File: src/rtl/pipe_hazard_ctrl.sv
// Pipeline hazard and stall/flush controller for the 5-stage core.
// Detects load-use hazards, squashes younger stages on taken branches and
// jumps, freezes the pipe while memory is busy, and drains older
// instructions before raising a sticky halt. A saturating counter records
// the number of cycles the PC was held, for performance debug.
//
// state       | meaning
// ------------+----------------------------------------------------------
// RUN         | normal issue; hazards, branches, jumps and HLT decoded
// LU_STALL    | extra load-use bubbles still being inserted
// DRAIN       | HLT seen; waiting for older instructions to retire
// HALTED      | pipe frozen, hlt asserted; only reset leaves this state
module pipe_hazard_ctrl #(
  parameter int REG_AW         = 4,
  parameter int BR_FLUSH_DEPTH = 2,
  parameter int LU_BUBBLES     = 1,
  parameter int HLT_DRAIN      = 3,
  parameter int CNT_W          = 16
) (
  input  logic              clk,
  input  logic              rst_n,
  input  logic              id_valid,
  input  logic [REG_AW-1:0] id_rs,
  input  logic [REG_AW-1:0] id_rt,
  input  logic              id_uses_rs,
  input  logic              id_uses_rt,
  input  logic              id_is_hlt,
  input  logic              jmp_taken,
  input  logic              ex_re_mem,
  input  logic              ex_we_rf,
  input  logic [REG_AW-1:0] ex_dst,
  input  logic              br_taken,
  input  logic              mem_busy,
  output logic              stall_pc,
  output logic              stall_if_id,
  output logic              stall_id_ex,
  output logic              stall_ex_mem,
  output logic              stall_mem_wb,
  output logic              flush_if_id,
  output logic              flush_id_ex,
  output logic              hlt,
  output logic [CNT_W-1:0]  stall_cnt,
  output logic [1:0]        state
);

  typedef enum logic [1:0] {
    ST_RUN      = 2'd0,
    ST_LU_STALL = 2'd1,
    ST_DRAIN    = 2'd2,
    ST_HALTED   = 2'd3
  } state_t;

  localparam logic [2:0]       LU_INIT    = 3'(LU_BUBBLES - 1);
  localparam logic [2:0]       DRAIN_INIT = 3'(HLT_DRAIN - 1);
  localparam logic [CNT_W-1:0] CNT_MAX    = '1;
  localparam logic             BR_FL_EX   = (BR_FLUSH_DEPTH >= 2);
  localparam logic             LU_MULTI   = (LU_BUBBLES > 1);

  state_t           r_state;
  state_t           w_state_nxt;
  logic [2:0]       r_cnt;
  logic [2:0]       w_cnt_nxt;
  logic             r_hlt;
  logic [CNT_W-1:0] r_stall_cnt;

  logic w_lu_haz;
  logic w_stall_pc;
  logic w_stall_if_id;
  logic w_stall_id_ex;
  logic w_stall_ex_mem;
  logic w_stall_mem_wb;
  logic w_flush_if_id;
  logic w_flush_id_ex;

  // R0 reads as zero, so a load targeting it can never feed a dependent op.
  assign w_lu_haz = id_valid & ex_re_mem & ex_we_rf & (ex_dst != '0) &
                    ((id_uses_rs & (id_rs == ex_dst)) |
                     (id_uses_rt & (id_rt == ex_dst)));

  // Next-state and same-cycle stall/flush decode, memory wait has top priority.
  always_comb begin
    w_state_nxt    = r_state;
    w_cnt_nxt      = r_cnt;
    w_stall_pc     = 1'b0;
    w_stall_if_id  = 1'b0;
    w_stall_id_ex  = 1'b0;
    w_stall_ex_mem = 1'b0;
    w_stall_mem_wb = 1'b0;
    w_flush_if_id  = 1'b0;
    w_flush_id_ex  = 1'b0;
    if (mem_busy) begin
      w_stall_pc     = 1'b1;
      w_stall_if_id  = 1'b1;
      w_stall_id_ex  = 1'b1;
      w_stall_ex_mem = 1'b1;
      w_stall_mem_wb = 1'b1;
    end else begin
      case (r_state)
        ST_RUN: begin
          if (br_taken) begin
            w_flush_if_id = 1'b1;
            w_flush_id_ex = BR_FL_EX;
            w_cnt_nxt     = 3'd0;
          end else if (w_lu_haz) begin
            w_stall_pc    = 1'b1;
            w_stall_if_id = 1'b1;
            w_flush_id_ex = 1'b1;
            if (LU_MULTI) begin
              w_state_nxt = ST_LU_STALL;
              w_cnt_nxt   = LU_INIT;
            end
          end else if (jmp_taken) begin
            w_flush_if_id = 1'b1;
          end else if (id_valid && id_is_hlt) begin
            w_state_nxt = ST_DRAIN;
            w_cnt_nxt   = DRAIN_INIT;
          end
        end
        ST_LU_STALL: begin
          if (br_taken) begin
            w_flush_if_id = 1'b1;
            w_flush_id_ex = BR_FL_EX;
            w_state_nxt   = ST_RUN;
            w_cnt_nxt     = 3'd0;
          end else begin
            w_stall_pc    = 1'b1;
            w_stall_if_id = 1'b1;
            w_flush_id_ex = 1'b1;
            // A zero count here is not reachable; treat it as the last bubble.
            if (r_cnt <= 3'd1) begin
              w_state_nxt = ST_RUN;
              w_cnt_nxt   = 3'd0;
            end else begin
              w_cnt_nxt = r_cnt - 3'd1;
            end
          end
        end
        ST_DRAIN: begin
          w_stall_pc    = 1'b1;
          w_stall_if_id = 1'b1;
          w_flush_id_ex = 1'b1;
          if (r_cnt == 3'd0) begin
            w_state_nxt = ST_HALTED;
          end else begin
            w_cnt_nxt = r_cnt - 3'd1;
          end
        end
        ST_HALTED: begin
          w_stall_pc     = 1'b1;
          w_stall_if_id  = 1'b1;
          w_stall_id_ex  = 1'b1;
          w_stall_ex_mem = 1'b1;
          w_stall_mem_wb = 1'b1;
        end
        default: begin
          w_state_nxt = ST_RUN;
          w_cnt_nxt   = 3'd0;
        end
      endcase
    end
  end

  // State, bubble/drain counter and sticky halt flag.
  always_ff @(posedge clk or negedge rst_n) begin
    if (!rst_n) begin
      r_state <= ST_RUN;
      r_cnt   <= 3'd0;
      r_hlt   <= 1'b0;
    end else begin
      r_state <= w_state_nxt;
      r_cnt   <= w_cnt_nxt;
      if (w_state_nxt == ST_HALTED) begin
        r_hlt <= 1'b1;
      end
    end
  end

  // Saturating count of PC-hold cycles; frozen once halted.
  always_ff @(posedge clk or negedge rst_n) begin
    if (!rst_n) begin
      r_stall_cnt <= '0;
    end else if (w_stall_pc && (r_state != ST_HALTED) && (r_stall_cnt != CNT_MAX)) begin
      r_stall_cnt <= r_stall_cnt + 1'b1;
    end
  end

  // Outputs are forced quiet while reset is held, regardless of inputs.
  assign stall_pc     = rst_n & w_stall_pc;
  assign stall_if_id  = rst_n & w_stall_if_id;
  assign stall_id_ex  = rst_n & w_stall_id_ex;
  assign stall_ex_mem = rst_n & w_stall_ex_mem;
  assign stall_mem_wb = rst_n & w_stall_mem_wb;
  assign flush_if_id  = rst_n & w_flush_if_id;
  assign flush_id_ex  = rst_n & w_flush_id_ex;
  assign hlt          = r_hlt;
  assign stall_cnt    = r_stall_cnt;
  assign state        = r_state;

endmodule
File: config.mk
export PLATFORM = sky130hd
export DESIGN_NAME = pipe_hazard_ctrl
export DESIGN_NICKNAME = d
export VERILOG_FILES = /design/src/rtl/pipe_hazard_ctrl.sv
export SDC_FILE = /design/constraint.sdc
export NUM_CORES = 1
export LEC_CHECK = 0
export ABC_AREA = 1
export BUFFER_PORTS_ARGS = -buffer_cell sky130_fd_sc_hd__clkbuf_2
export CORE_MARGIN = 2
export CORE_UTILIZATION = 25
export CTS_CLUSTER_DIAMETER = 150
export DETAILED_ROUTE_END_ITERATION = 10
export PLACE_DENSITY_LB_ADDON = 0.05
export SYNTH_ARGS = -nofsm -noshare
export SYNTH_HDL_FRONTEND = slang
export SYNTH_SLANG_ARGS = --single-unit
File: constraint.sdc
create_clock -name clk -period 2.14 [get_ports clk]
set_input_delay 0.321 -clock clk [delete_from_list [all_inputs] [get_ports clk]]
set_output_delay 0.321 -clock clk [all_outputs]
set_load 0.05 [all_outputs]
==> flow_metrics.env <==
export IMPL_track_usage_pct=11.8
export IMPL_synth_largest_area_cell="dfrtp_1"
export IMPL_path_cells="ha_1, nor2_4, inv_1, nor3_2, buf_4"
export IMPL_p_leak_nw=1.07
export IMPL_setup_viol=0
export IMPL_cp_slowest_cell="dfrtp_2"
export IMPL_relSlewSlack_pct=76.8
export IMPL_drive_gt1_share_pct=31.5
export IMPL_cts_root_buf="clkbuf_8"
export IMPL_fmax_mhz=494
export IMPL_drt_initial_drc_count=52
export IMPL_ys_seq_elements=22
export IMPL_register_area_um2=553
export IMPL_grt_pass1_vias=1554
export IMPL_syn_area_um2=1770
export IMPL_num_antenna_cells=0
export IMPL_synth_seq_area_share_pct=31.2
export IMPL_yosys_warnings=0
export IMPL_run_status="finished clean"
export IMPL_gp_congestion=0.781
export IMPL_cts_tree="yes"
export IMPL_cp_start_kind="flip-flop"
export IMPL_nets=329
export IMPL_route_detailed_drc=0
export IMPL_rsz0062_at_grt="yes"
export IMPL_synth_area_top_cells="dfrtp_1 31%, nand2_1 11%, inv_1 8.7%, nor2_1 6.8%, ha_1 6.4%"
export IMPL_hold_class="input port to async pin"
export IMPL_ir_drop_mv=0.353
export IMPL_die_x_um=88.1
export IMPL_slew_viol_final=0
export IMPL_ys_types=34
export IMPL_clk_pin_slew_ns=0.09
export IMPL_area_delta_synth_final_pct=24.8
export IMPL_p_per_area_nw_per_um2=1160
export IMPL_grt_pass1_wl_um=7250
export IMPL_clkSinkCount=22
export IMPL_synthCells=246
export IMPL_crit_path_max_incr_delay_ns=0.46
export IMPL_multiInputGateArea_um2=1020
export IMPL_avgRoutedWirePerCell_um=10.8
export IMPL_die_h_um=88.1
export IMPL_critical_path_class="flip-flop to output port"
export IMPL_synth_nets=278
export IMPL_synth_main_ff_cell="dfrtp_1"
export IMPL_antenna_left=0
export IMPL_max_cap_viol_count=0
export IMPL_portBuffers=48
export IMPL_synth_async_reset_ratio_pct=100
export IMPL_cp_max_fo=7
export IMPL_mostFrequentLayoutCells="50 x nand2_1, 44 x clkbuf_2, 40 x inv_1"
export IMPL_post_route_period_util_pct=94.6
export IMPL_regToRegSetupSlack_ns=0.23
export IMPL_min_period_ns=2.02
export IMPL_drt_total_wl_um=4230
export IMPL_clock_skew_ns=0.00576
export IMPL_via_count=1604
export IMPL_viasPerCell=4.10
export IMPL_tightest_slew_ns=0.345
export IMPL_antenna_found_initial=0
export IMPL_hpwl_um=3380
export IMPL_hold_violations=0
export IMPL_grt_ovfl_total=0
export IMPL_cp_top_family="flip-flops"
export IMPL_synth_edf_count=0
export IMPL_fin_util_pct=32.3
export IMPL_setup_tns_final_ns=0
export IMPL_critical_path_required_ns=1.82
export IMPL_layout_commonest_cell="nand2_1"
export IMPL_cts_made_buffers=3
export IMPL_path_buf_inv=2
export IMPL_clk_path_buf_depth=2
export IMPL_total_power_mw=2.56
export IMPL_synth_top_area_share_pct=31.2
export IMPL_start_util_pct=25.9
export IMPL_dieArea_um2=7760
export IMPL_drt_first_pass_iters=4
export IMPL_avgSynthCellArea_um2=7.18
export IMPL_clock_latency_ns=0.27
export IMPL_num_rows=30
export IMPL_n_fill_cell=759
export IMPL_core_um2=6830
export IMPL_grt_max_degree=30
export IMPL_boundaryPins=49
export IMPL_critPathCaptureType="output port"
export IMPL_cp_data_arrival_time_ns=1.70
export IMPL_cts_htree_levels=1
-- cell type report --
type,instances,area share [%]
repair buffers,52,13.5
clock buffers,3,1.87
inverters,46,7.83
well taps,96,5.45
multi-input cells,172,46.3
flip-flops and latches,22,25.1
-- registers in the layout, summed over array words and instances, names as in the netlist --
name	count
state	2
hlt	1
stall_cnt	16
r_cnt	3
-- stage by stage --
stage / setup WS (ns) / hold slack (ns) / instances / area, um^2
CTS: 0.000879 / 0.0567 / 390 / 2180
finish: 0.116 / 0.0500 / 391 / 2200
floorplan: -0.108 / 0.0254 / 246 / 1790
detailed placement: 0.160 / 0.356 / 387 / 2130
global placement: -0.0138 / 0.349 / 387 / 2130
global route: -0.00267 / 0.0673 / 391 / 2200
-- per-layer routing --
layer | vias to the layer above | track usage, % | share of wire, %
li1 | 869 | - | -
met1 | 713 | 17.1 | 52
met2 | 20 | 18.2 | 45
met3 | 2 | 2.83 | 3.1
met4 | 0 | 1.65 | 0.45
met5 | - | 0 | 0
-- cell usage after synthesis, types with 2 or more instances --
cell and instances:
nor4_1 4, o21ai_0 7, inv_1 41, xor2_1 9, ha_1 9, a21oi_1 9, nand3_1 11, o21ai_2 9
nand2_2 5, dfrtp_1 22, nor2_1 32, nor3_1 5, nand3_2 2, nand2_1 50, nor2_4 2, nor2_2 2
inv_2 4, nand4_1 2, xnor2_1 4, buf_4 3
-- cells by family after synthesis --
kind of cell	Yosys count	synth area share, %
AOI/OAI and AO/OA	30	11.0
xor gates and xnor gates	13	6.44
adders and majority gates	9	6.37
buffers and inverters	52	13.1
DFF	22	31.2
and+or+nand+nor	120	31.9
-- power by group --
| part | internal (mW) | total, mW | switching (mW) | leakage [nW] |
|---|---|---|---|---|
| logic | 0.509 | 1.64 | 1.13 | 0.774 |
| registers | 0.530 | 0.649 | 0.118 | 0.276 |
| clock network | 0.126 | 0.272 | 0.146 | 0.0216 |
| total | 1.17 | 2.56 | 1.39 | 1.07 |
-- path summary, 6_finish.rpt --
| path | startpoint | to | cells past startpoint |
|---|---|---|---|
| worst min register to register | hlt | hlt | 2 |
| worst max-delay path | state[0] | flush_id_ex | 5 |
| worst min-delay path | rst_n | state[0] | 2 |
| worst max register to register | state[0] | r_cnt[0] | 7 |
| max in group asynchronous | rst_n | state[1] | 2 |
| min in group clk | mem_busy | state[0] | 4 |
-- repair_timing --
action                                  CTS  global route
resized for setup                         4             9
hold buffers                              0             0
setup buffers                             0             1
endpoints found under the hold margin     0             0
endpoints found under the setup margin    3             3
(Power assumes the default switching activity.)
